==> config.mk <==
export PLATFORM = sky130hd
export DESIGN_NAME = stream_arb_mux
export DESIGN_NICKNAME = d
export VERILOG_FILES = /design/src/rtl/stream_arb_mux.sv
export SDC_FILE = /design/constraint.sdc
export NUM_CORES = 1
export LEC_CHECK = 0
export CAP_MARGIN = 20
export CELL_PAD_IN_SITES_DETAIL_PLACEMENT = 1
export CELL_PAD_IN_SITES_GLOBAL_PLACEMENT = 1
export CORE_AREA = 4 4 41 43
export CTS_CLUSTER_SIZE = 12
export DETAILED_ROUTE_END_ITERATION = 10
export DIE_AREA = 0 0 45 47
export PLACE_DENSITY_LB_ADDON = 0.1
export SYNTH_ARGS = -nofsm -noshare
export SYNTH_HDL_FRONTEND = slang
export SYNTH_SLANG_ARGS = --single-unit
export TNS_END_PERCENT = 50
==> constraint.sdc <==
create_clock -name clk_i -period 1.25 [get_ports clk_i]
set_input_delay 0.25 -clock clk_i [delete_from_list [all_inputs] [get_ports clk_i]]
set_output_delay 0.25 -clock clk_i [all_outputs]
set_load 0.03 [all_outputs]
==> src/rtl/stream_arb_mux.sv <==
// N-input stream multiplexer with round-robin or fixed-priority arbitration
// and a registered output stage that tags each beat with its source index.
module stream_arb_mux #(
    parameter int unsigned DATA_W = 1,
    parameter int unsigned N_INP  = 2,
    parameter int unsigned RR_ARB = 1,
    parameter int unsigned IDX_W  = (N_INP > 1) ? $clog2(N_INP) : 1
) (
    input  logic                           clk_i,
    input  logic                           rst_ni,
    input  logic [N_INP-1:0][DATA_W-1:0]   inp_data_i,
    input  logic [N_INP-1:0]               inp_valid_i,
    output logic [N_INP-1:0]               inp_ready_o,
    output logic [DATA_W-1:0]              oup_data_o,
    output logic [IDX_W-1:0]               oup_idx_o,
    output logic                           oup_valid_o,
    input  logic                           oup_ready_i
);

    logic [IDX_W-1:0] ptr;
    logic [IDX_W-1:0] base;
    logic [IDX_W-1:0] grant;
    logic [IDX_W-1:0] cand;
    logic [IDX_W:0]   pos;
    logic             any_valid;
    logic             load_en;

    assign load_en = ~oup_valid_o | oup_ready_i;

    // Search upward from base with wrap; fixed priority is the base=0 case.
    always_comb begin
        base      = (RR_ARB != 0) ? ptr : '0;
        grant     = '0;
        cand      = '0;
        pos       = '0;
        any_valid = 1'b0;
        for (int unsigned k = 0; k < N_INP; k++) begin
            pos = {1'b0, base} + (IDX_W+1)'(k);
            if (pos >= (IDX_W+1)'(N_INP)) begin
                pos = pos - (IDX_W+1)'(N_INP);
            end
            cand = pos[IDX_W-1:0];
            if (!any_valid && inp_valid_i[cand]) begin
                any_valid = 1'b1;
                grant     = cand;
            end
        end
    end

    always_comb begin
        inp_ready_o = '0;
        if (any_valid) begin
            inp_ready_o[grant] = load_en;
        end
    end

    always_ff @(posedge clk_i or negedge rst_ni) begin
        if (!rst_ni) begin
            oup_valid_o <= 1'b0;
            oup_data_o  <= '0;
            oup_idx_o   <= '0;
            ptr         <= '0;
        end else if (load_en) begin
            if (any_valid) begin
                oup_valid_o <= 1'b1;
                oup_data_o  <= inp_data_i[grant];
                oup_idx_o   <= grant;
                ptr         <= (grant == IDX_W'(N_INP - 1)) ? '0 : grant + 1'b1;
            end else begin
                oup_valid_o <= 1'b0;
            end
        end
    end

`ifndef SYNTHESIS
    if (N_INP < 1) begin : g_bad_n_inp
        $fatal(1, "stream_arb_mux: N_INP must be >= 1");
    end

    a_ready_onehot0: assert property (@(posedge clk_i) disable iff (!rst_ni)
        $onehot0(inp_ready_o));

    a_hold_stable: assert property (@(posedge clk_i) disable iff (!rst_ni)
        (oup_valid_o && !oup_ready_i) |=>
            (oup_valid_o && $stable(oup_data_o) && $stable(oup_idx_o)));
`endif

endmodule

==> insert_results.sql, run 1 <==
INSERT INTO impl_metrics (metric_group, metric, value, unit) VALUES
('cts', 'clock_tree.root_cell', 'sky130_fd_sc_hd__clkbuf_4', ''),
('global_routing', 'first_global_vias', '214', ''),
('min_path', 'timing.hold.worst.class', 'input pin to async pin', ''),
('global_routing', 'globalRouteOverflowTotal', '0', ''),
('yosys', 'synth_top_cell_area_share', '52.63', '%'),
('floorplanning', 'die_outline_area', '2115', 'µm²'),
('detailed_routing', 'viasPerCell', '4.277', ''),
('pwr', 'pwrdens', '1332', 'nW/µm²'),
('cts', 'cts_buffers', '3', ''),
('final_layout', 'layout_common_cells', 'sky130_fd_sc_hd__buf_4, sky130_fd_sc_hd__dfrtp_1, sky130_fd_sc_hd__clkbuf_4, sky130_fd_sc_hd__clkdlybuf4s50_1, sky130_fd_sc_hd__dlygate4sd2_1', ''),
('worst_setup_path', 'worst_path_largest_cell_delay', '0.39', 'ns'),
('pwr', 'clkPwrFrac', '38.6', '%'),
('timing', 'fmax', '754.7', 'MHz'),
('pwr', 'cell_internal_pwr', '0.3370', 'mW'),
('worst_setup_path', 'slowest_stage', 'sky130_fd_sc_hd__dfrtp_1', ''),
('timing', 'setup_viol_count_final', '3', ''),
('detailed_routing', 'route.detailed.wl_per_inst', '11.79', 'µm'),
('detailed_routing', 'route.vias.total', '201', ''),
('final_layout', 'layout_commonest_cell', 'sky130_fd_sc_hd__buf_4', ''),
('pwr', 'seq_power_share', '33.1', '%'),
('final_layout', 'area.growth.synth_to_final', '88.16', '%'),
('global_routing', 'grt_pass1_wl', '986', 'µm'),
('cts', 'cts.sink_count', '4', ''),
('final_layout', 'antenna-diode-count', '0', ''),
('floorplanning', 'core_area', '1301', 'µm²'),
('worst_setup_path', 'critPathMaxFanout', '3', ''),
('placement', 'place_congestion', '0.7153', ''),
('cts', 'clk_pin_slew', '0.04', 'ns'),
('final_layout', 'nets', '40', ''),
('detailed_routing', 'initial_drc_count', '1', ''),
('global_routing', 'global_route.usage.total', '7.759', '%'),
('pwr', 'power.static_leakage', '0.1712', 'nW'),
('cts', 'tritoncts_clock_tree', 'done', ''),
('timing', 'finalCriticalPeriod', '1.325', 'ns'),
('pwr', 'netSwitchingFraction', '29.28', '%'),
('worst_setup_path', 'worstSetupEndpointType', 'primary output', ''),
('final_layout', 'drive_gt1_share', '50.00', '%'),
('timing', 'timing.final.crit_share', '106.0', '%'),
('yosys', 'syn-cell-area', '190.2', 'µm²'),
('floorplanning', 'top_level_ports', '12', ''),
('pwr', 'ir_drop', '0.5115', 'mV'),
('yosys', 'synth-seq-cells', '4', ''),
('cts', 'worstSkewPairLatency', '0.24', 'ns'),
('yosys', 'post_synth_inst_count', '16', ''),
('yosys', 'yosys-top-cells-area', 'sky130_fd_sc_hd__dfrtp_1, sky130_fd_sc_hd__a21o_2, sky130_fd_sc_hd__nand2b_4, sky130_fd_sc_hd__and3_4, sky130_fd_sc_hd__a221o_1', ''),
('worst_setup_path', 'critical_path.top_delay_family', 'flip-flops', ''),
('global_routing', 'initial_antenna_violation_count', '0', ''),
('timing', 'slew_violations', '0', ''),
('global_routing', 'grt_max_degree', '6', ''),
('yosys', 'total_nets_after_synthesis', '23', ''),
('status', 'failed_checks', 'negative setup slack', ''),
('worst_setup_path', 'crit_chain', 'nand2b_4 -> and3_4 -> buf_6', ''),
('yosys', 'yosysSeqAreaShare', '52.63', '%'),
('timing', 'setup_ws', '-0.07504', 'ns'),
('worst_setup_path', 'worstSetupStartpointType', 'flop', ''),
('yosys', 'synth_largest_area_cell', 'sky130_fd_sc_hd__dfrtp_1', ''),
('final_layout', 'nFillCells', '149', ''),
('pwr', 'totalPowerFinal', '0.4765', 'mW'),
('status', 'status', 'complete, but fails checks', ''),
('placement', 'place.port_buffers', '11', ''),
('detailed_routing', 'route.antenna.remaining_nets', '0', ''),
('timing', 'final_hold_viol_count', '0', ''),
('worst_setup_path', 'worst-endpoint-required', '1.00', 'ns'),
('floorplanning', 'initial_utilization', '14.62', '%'),
('worst_setup_path', 'cp_data_arrival_time', '1.08', 'ns'),
('worst_setup_path', 'worst-path-buf-inv', '1', ''),
('placement', 'sum_of_net_half_perimeters_after_detailed_placement', '423', 'µm'),
('timing', 'clock_skew', '0.00009637', 'ns'),
('cts', 'cts.htree.levels', '1', ''),
('worst_setup_path', 'crit_type', 'flop to primary output', ''),
('floorplanning', 'die_height', '47', 'µm');
-- through the flow --
stage	TNS [ns]	area (µm²)	hold slack (ns)	cells	util, %
after floorplan	0	191.4	-0.04559	16	-
after detailed placement	-0.9208	307.8	0.4820	42	23.65
after global placement	-0.8747	307.8	0.4650	42	23.65
after CTS	-0.1712	350.3	0.2206	47	26.92
final	-0.1388	357.8	0.2186	47	27.50
after global routing	-0.2972	357.8	0.2342	47	27.50
-- timing repair --
item                                    in CTS  in global routing
pin swaps                                    2                  0
endpoints found under the setup margin       3                  3
setup buffers                                1                  0
gates cloned                                 0                  0
hold buffers                                 0                  0
resized for setup                            6                  1
-- final timing paths --
check	start	to	slack, ns	depth (start not counted)
worst max register to register	base	oup_data_o	-0.01	4
worst min-delay path	rst_ni	base	0.22	1
min in group clk_i	inp_valid_i[1]	oup_valid_o	0.41	3
worst max-delay path	base	inp_ready_o[1]	-0.08	3
worst min register to register	oup_idx_o	oup_idx_o	0.48	1
max in group asynchronous	rst_ni	oup_valid_o	0.84	1
-- cell type report --
type                            count  area (µm²)  area share [%]
Tap cell                           15       18.77           5.245
Sequential cell                     4       101.3           28.32
Timing Repair Buffer               12       108.9           30.42
Clock buffer                        4       26.28           7.343
Multi-Input combinational cell     12       102.6           28.67
-- registers in the layout, summed over array words and instances, names as in the netlist --
register	count
base	1
oup_data_o	1
oup_idx_o	1
oup_valid_o	1
-- cells by family after synthesis --
| kind of cell | synth area share (%) |
|---|---|
| flops | 52.63 |
| simple gates | 30.27 |
| compound gates | 17.10 |
-- power by group through the flow --
stage / Combinational (mW) / Sequential, mW / Clock, mW
3_3_place_gp: 0.125 / 0.159 / 0
6_report: 0.135 / 0.158 / 0.184
5_1_grt: 0.146 / 0.161 / 0.202
2_1_floorplan: 0.0449 / 0.181 / 0
3_5_place_dp: 0.125 / 0.160 / 0
4_1_cts: 0.132 / 0.158 / 0.194
-- layer usage --
| metal | global-route usage (%) | vias up | share of wire [%] |
|---|---|---|---|
| li1 | - | 92 | - |
| met4 | 10.53 | 0 | 4.9 |
| met2 | 11.58 | 11 | 49 |
| met3 | 4.981 | 2 | 11 |
| met1 | 5.950 | 96 | 35 |
| met5 | 0 | - | 0 |
-- cells in the mapped netlist --
cell type	count
sky130_fd_sc_hd__dfrtp_1	4
sky130_fd_sc_hd__a21o_2	2
sky130_fd_sc_hd__nand2_1	2
sky130_fd_sc_hd__a221o_1	1
sky130_fd_sc_hd__and3_1	1
sky130_fd_sc_hd__and3_4	1
sky130_fd_sc_hd__and4_1	1
sky130_fd_sc_hd__nand2b_1	1
sky130_fd_sc_hd__nand2b_4	1
sky130_fd_sc_hd__nor2_1	1
sky130_fd_sc_hd__o21ai_1	1
No activity file was read; power rests on OpenSTA's default activity.
==> inputs of run 2 (changes only) <==
CORE_AREA = 5 5 42 44   (was 4 4 41 43)
CTS_CLUSTER_DIAMETER = 50   (was unset)
DIE_AREA = 0 0 47 49   (was 0 0 45 47)
==> run 2 against run 1 <==
Register-to-register slack about the same. Cell count up 4.3%. Via count down 5.5%. Utilization down 1.3 points. Final area up 2.4%. Global-route usage down 1.6 points. First-iteration DRC count down 100%. Sequential power about the same. Non-clock buffer count up 1. Critical path depth unchanged. The flow still finishes with violations (negative setup slack). Flip-flop and latch count unchanged. Clock power down 2%.
==> insert_results.sql, run 2 (synthesis gave the netlist of run 1 again) <==
INSERT INTO impl_metrics (metric_group, metric, value, unit) VALUES
('global_routing', 'global_route.usage.total', '6.135', '%'),
('status', 'status', 'complete, but fails checks', ''),
('worst_setup_path', 'worstSetupEndpointType', 'primary output', ''),
('cts', 'cts_buffers', '3', ''),
('worst_setup_path', 'regToRegStartpoint', 'base', ''),
('detailed_routing', 'drt_first_pass_iters', '1', ''),
('detailed_routing', 'route.vias.total', '190', ''),
('final_layout', 'regArea', '101.3', 'µm²'),
('pwr', 'netSwitchingFraction', '28.60', '%'),
('cts', 'tritoncts_clock_tree', 'done', ''),
('floorplanning', 'initial_utilization', '13.57', '%'),
('timing', 'setup_viol_count_final', '3', ''),
('worst_setup_path', 'critPathMaxFanout', '5', ''),
('worst_setup_path', 'crit_type', 'flop to primary output', ''),
('detailed_routing', 'drc', '0', ''),
('global_routing', 'grt_max_degree', '6', ''),
('timing', 'slew_violations', '0', ''),
('cts', 'clk_pin_slew', '0.05', 'ns'),
('timing', 'timing_worst_slew_pin_value', '0.2626', 'ns'),
('floorplanning', 'die_height', '49', 'µm'),
('status', 'failed_checks', 'negative setup slack', ''),
('final_layout', 'antenna-diode-count', '0', ''),
('timing', 'final_hold_viol_count', '0', ''),
('global_routing', 'first_global_vias', '233', ''),
('floorplanning', 'top_level_ports', '12', ''),
('cts', 'cts.htree.levels', '1', ''),
('final_layout', 'nFillCells', '180', ''),
('global_routing', 'globalRouteOverflowTotal', '0', ''),
('timing', 'max_slew_margin', '82.38', '%'),
('cts', 'worstSkewPairLatency', '0.24', 'ns'),
('flow_run', 'maxCapViolations', '0', ''),
('global_routing', 'grt_pass1_wl', '931', 'µm'),
('timing', 'timing.final.crit_share', '105.5', '%'),
('pwr', 'cell_internal_pwr', '0.3385', 'mW'),
('worst_setup_path', 'crit_start', 'oup_valid_o', ''),
('timing', 'clock_skew', '0.01214', 'ns'),
('pwr', 'seq_power_share', '33.3', '%'),
('pwr', 'pwrdens', '1293', 'nW/µm²'),
('detailed_routing', 'initial_drc_count', '0', ''),
('detailed_routing', 'route.detailed.wl_per_inst', '10.96', 'µm'),
('worst_setup_path', 'r2r_setup_slack', '0', 'ns'),
('cts', 'cts_max_path_buffers', '2', ''),
('cts', 'cts.sink_count', '4', ''),
('placement', 'place_congestion', '0.7065', ''),
('cts', 'clock_tree.root_cell', 'sky130_fd_sc_hd__clkbuf_4', ''),
('timing', 'setup_ws', '-0.06831', 'ns'),
('floorplanning', 'floorplan.die.width', '47', 'µm'),
('pwr', 'power.static_leakage', '0.1760', 'nW'),
('detailed_routing', 'viasPerCell', '3.878', ''),
('worst_setup_path', 'cp_data_arrival_time', '1.07', 'ns'),
('pwr', 'switchingPower', '0.1356', 'mW'),
('cts', 'ctsHoldBuffers', '0', ''),
('detailed_routing', 'route.antenna.remaining_nets', '0', ''),
('placement', 'place.port_buffers', '11', ''),
('final_layout', 'drive_gt1_share', '51.52', '%'),
('placement', 'pre_cts_ws', '-0.2308', 'ns'),
('final_layout', 'area.growth.synth_to_final', '92.76', '%'),
('final_layout', 'nets', '41', ''),
('timing', 'finalCriticalPeriod', '1.318', 'ns'),
('pwr', 'ir_drop', '0.2579', 'mV'),
('floorplanning', 'core_area', '1401', 'µm²'),
('timing', 'grt_setup_unrepaired', 'yes', ''),
('pwr', 'clkPwrFrac', '37.9', '%'),
('worst_setup_path', 'worstSetupStartpointType', 'flop', ''),
('final_layout', 'area_occupied_by_multi_input_gates', '102.6', 'µm²'),
('worst_setup_path', 'worst-endpoint-required', '1.00', 'ns'),
('floorplanning', 'placement_rows', '14', ''),
('detailed_routing', 'postRouteWirelength', '537', 'µm'),
('timing', 'fmax', '758.5', 'MHz'),
('floorplanning', 'die_outline_area', '2303', 'µm²'),
('final_layout', 'final_core_util', '26.16', '%'),
('final_layout', 'layout_common_cells', 'sky130_fd_sc_hd__buf_4, sky130_fd_sc_hd__dfrtp_1, sky130_fd_sc_hd__clkbuf_4, sky130_fd_sc_hd__clkdlybuf4s50_1, sky130_fd_sc_hd__dlygate4sd2_1', ''),
('pwr', 'comb_power_share', '28.8', '%'),
('global_routing', 'initial_antenna_violation_count', '0', ''),
('min_path', 'timing.hold.worst.class', 'input pin to async pin', ''),
('final_layout', 'layout_commonest_cell', 'sky130_fd_sc_hd__buf_4', '');
-- run 2: final cells by class --
type / count / share of cell area (%)
Sequential cell: 4 / 27.64
Timing Repair Buffer: 13 / 31.74
Tap cell: 16 / 5.461
Clock buffer: 4 / 7.167
Multi-Input combinational cell: 12 / 27.99
-- run 2: worst paths after layout --
path,cells past startpoint,end
max,3,inp_ready_o[1]
min,1,oup_idx_o
max reg2reg,4,oup_data_o
min reg2reg,1,oup_idx_o
max in group asynchronous,1,oup_valid_o
min in group clk_i,3,oup_valid_o
-- run 2: repair_timing --
item                       CTS  global route
gates resized for setup      7             0
pin swaps                    2             0
buffers inserted             1             0
setup endpoints to repair    2             3
-- run 2: power by group through the flow --
stage,logic (mW),clock network [mW],registers [mW]
floorplan,0.0449,0,0.181
global placement,0.127,0,0.159
detailed placement,0.127,0,0.159
CTS,0.139,0.191,0.158
global route,0.146,0.200,0.160
finish,0.137,0.180,0.158
-- run 2: critical path, stage by stage (launching register included) --
cell and delay [ns]:
sky130_fd_sc_hd__dfrtp_2 0.42, sky130_fd_sc_hd__nand2b_4 0.09, sky130_fd_sc_hd__and3_4 0.20, sky130_fd_sc_hd__buf_6 0.13
-- run 2: metal layers --
layer / track usage [%] / share of wire [%] / vias up
li1: - / - / 92
met1: 6.843 / 44 / 86
met2: 7.014 / 44 / 10
met3: 1.476 / 8.4 / 2
met4: 9.677 / 3.5 / 0
met5: 0 / 0 / -
-- run 2: through the flow --
| stage | setup TNS (ns) | cells | power (mW) | area, µm² | hold WS [ns] |
|---|---|---|---|---|---|
| 3_3_place_gp | -0.8473 | 44 | 0.2862 | 316.6 | 0.4701 |
| 6_report | -0.1311 | 49 | 0.4741 | 366.6 | 0.2128 |
| 4_1_cts | -0.1729 | 49 | 0.4881 | 366.6 | 0.2125 |
| 2_1_floorplan | 0 | 16 | 0.2261 | 191.4 | -0.04559 |
| 5_1_grt | -0.2629 | 49 | 0.5063 | 366.6 | 0.2201 |
| 3_5_place_dp | -0.8464 | 44 | 0.2860 | 316.6 | 0.4780 |
==> inputs of run 3 (changes only) <==
SKIP_CTS_REPAIR_TIMING = 1   (was unset)
==> run 3 against run 2 <==
The flow still finishes with violations (negative setup slack). Critical path type unchanged. Sequential power barely moved. Clock power about the same. Sequential share of layout area down 0.82 points. Largest power group unchanged. Global-route usage down 0.14 points. Clock skew unchanged. Register-to-register slack about the same. Fmax shrank 0.52%. Utilization increased by 0.80 points. Non-clock buffer count is the same. First-iteration DRC count stayed put.
==> insert_results.sql, run 3 (synthesis gave the netlist of run 1 again) <==
INSERT INTO impl_metrics (metric_group, metric, value, unit) VALUES
('status', 'status', 'complete, but fails checks', ''),
('status', 'failed_checks', 'negative setup slack', ''),
('worst_setup_path', 'worstSetupEndpointType', 'primary output', ''),
('detailed_routing', 'route.antenna.remaining_nets', '0', ''),
('floorplanning', 'die_height', '49', 'µm'),
('detailed_routing', 'postRouteWirelength', '539', 'µm'),
('detailed_routing', 'drt_first_pass_iters', '1', ''),
('floorplanning', 'floorplan.die.width', '47', 'µm'),
('pwr', 'pwrdens', '1260', 'nW/µm²'),
('final_layout', 'final_core_util', '26.96', '%'),
('global_routing', 'global_route.usage.total', '5.994', '%'),
('cts', 'worstSkewPairLatency', '0.24', 'ns'),
('worst_setup_path', 'worst-endpoint-required', '1.00', 'ns'),
('final_layout', 'layout_commonest_cell', 'sky130_fd_sc_hd__buf_4', ''),
('worst_setup_path', 'number_of_cells_on_the_worst_reg_to_reg_path', '4', ''),
('detailed_routing', 'route.vias.total', '189', ''),
('detailed_routing', 'initial_drc_count', '0', ''),
('placement', 'place.port_buffers', '11', ''),
('timing', 'final_hold_viol_count', '0', ''),
('final_layout', 'nFillCells', '180', ''),
('placement', 'place_congestion', '0.7065', ''),
('cts', 'clock_tree.root_cell', 'sky130_fd_sc_hd__clkbuf_4', ''),
('flow_run', 'maxCapViolations', '0', ''),
('final_layout', 'nets', '41', ''),
('pwr', 'power.static_leakage', '0.1994', 'nW'),
('final_layout', 'antenna-diode-count', '0', ''),
('timing', 'fmax', '754.6', 'MHz'),
('floorplanning', 'initial_utilization', '13.57', '%'),
('cts', 'cts.htree.levels', '1', ''),
('floorplanning', 'core_area', '1401', 'µm²'),
('final_layout', 'drive_gt1_share', '51.52', '%'),
('timing', 'slew_violations', '0', ''),
('worst_setup_path', 'cp_data_arrival_time', '1.08', 'ns'),
('worst_setup_path', 'critPathMaxFanout', '3', ''),
('cts', 'clk_pin_slew', '0.05', 'ns'),
('global_routing', 'grt_pass1_wl', '897', 'µm'),
('floorplanning', 'placement_rows', '14', ''),
('timing', 'timing.final.crit_share', '106.0', '%'),
('worst_setup_path', 'crit_type', 'flop to primary output', ''),
('timing', 'max_slew_margin', '82.77', '%'),
('timing', 'whs', '0.2128', 'ns'),
('placement', 'pre_cts_ws', '-0.2308', 'ns'),
('timing', 'clock_skew', '0.01214', 'ns'),
('cts', 'cts_max_path_buffers', '2', ''),
('worst_setup_path', 'slowest_stage', 'sky130_fd_sc_hd__dfrtp_1', ''),
('detailed_routing', 'viasPerCell', '3.857', ''),
('timing', 'fin_tns_setup', '-0.1470', 'ns'),
('global_routing', 'first_global_vias', '221', ''),
('final_layout', 'layout_common_cells', 'sky130_fd_sc_hd__buf_4, sky130_fd_sc_hd__dfrtp_1, sky130_fd_sc_hd__clkbuf_4, sky130_fd_sc_hd__clkdlybuf4s50_1, sky130_fd_sc_hd__dlymetal6s2s_1', ''),
('timing', 'grt_setup_unrepaired', 'yes', ''),
('detailed_routing', 'drc', '0', ''),
('global_routing', 'initial_antenna_violation_count', '0', ''),
('floorplanning', 'top_level_ports', '12', ''),
('min_path', 'timing.hold.worst.class', 'input pin to async pin', ''),
('cts', 'cts_buffers', '3', ''),
('timing', 'finalCriticalPeriod', '1.325', 'ns'),
('floorplanning', 'die_outline_area', '2303', 'µm²'),
('global_routing', 'globalRouteOverflowTotal', '0', ''),
('pwr', 'ir_drop', '0.2514', 'mV'),
('global_routing', 'grt_max_degree', '6', ''),
('cts', 'cts.sink_count', '4', ''),
('placement', 'place_area', '316.6', 'µm²'),
('timing', 'timing_worst_slew_pin_value', '0.2568', 'ns'),
('final_layout', 'regArea', '101.3', 'µm²'),
('worst_setup_path', 'worstSetupStartpointType', 'flop', ''),
('final_layout', 'area_occupied_by_multi_input_gates', '102.6', 'µm²'),
('timing', 'setup_viol_count_final', '3', ''),
('worst_setup_path', 'worst_path_largest_cell_delay', '0.39', 'ns'),
('timing', 'setup_ws', '-0.07522', 'ns'),
('worst_setup_path', 'crit_chain', 'nand2b_4 -> and3_4 -> buf_6', ''),
('detailed_routing', 'route.detailed.wl_per_inst', '11.00', 'µm'),
('final_layout', 'finalInstanceArea', '377.9', 'µm²'),
('cts', 'tritoncts_clock_tree', 'done', ''),
('final_layout', 'area.growth.synth_to_final', '98.68', '%');
-- run 3: changes by cell type in the layout (fill, tap and decap cells not counted) --
| cell | change |
|---|---|
| sky130_fd_sc_hd__dlygate4sd2_1 | -3 |
| sky130_fd_sc_hd__dlymetal6s2s_1 | +3 |
-- run 3: final timing paths --
| path | startpoint | end | slack (ns) |
|---|---|---|---|
| worst max-delay path | base | inp_ready_o[1] | -0.08 |
| worst min-delay path | rst_ni | oup_idx_o | 0.21 |
| worst max register to register | base | oup_data_o | -0.01 |
| worst min register to register | oup_idx_o | oup_idx_o | 0.49 |
| max in group asynchronous | rst_ni | oup_valid_o | 0.85 |
| min in group clk_i | inp_valid_i[1] | oup_valid_o | 0.29 |
-- run 3: per-stage QoR --
stage                     instances  power [mW]
final                            49      0.4761
after global placement           44      0.2862
after detailed placement         44      0.2860
after global routing             49      0.5082
after floorplan                  16      0.2261
after CTS                        48      0.4758
-- run 3: per-layer routing --
metal / share of wire (%) / global-route usage [%]
met4: 3.5 / 9.677
met2: 43 / 6.787
met3: 8.3 / 1.476
met1: 45 / 6.623
met5: 0 / 0
-- run 3: report_power, final --
group / leakage (nW) / switching [mW] / internal (mW) / total (mW)
Sequential: 0.0459 / 0.0113 / 0.147 / 0.158
Combinational: 0.138 / 0.0650 / 0.0735 / 0.138
Clock: 0.0150 / 0.0593 / 0.120 / 0.180
-- run 3: layout make-up --
class                      instances  share of cell area, %
sequential                         4                  26.82
clock buffer                       4                  6.954
multi-input combinational         12                  27.15
timing repair buffer              13                  33.77
tap                               16                  5.298
-- run 3: worst max-delay path, delay by kind of cell, from the launching register on --
family | cells | cell delay (ns)
AND/OR/NAND/NOR | 2 | 0.32
buffers and inverters | 1 | 0.13
flip-flops | 1 | 0.39
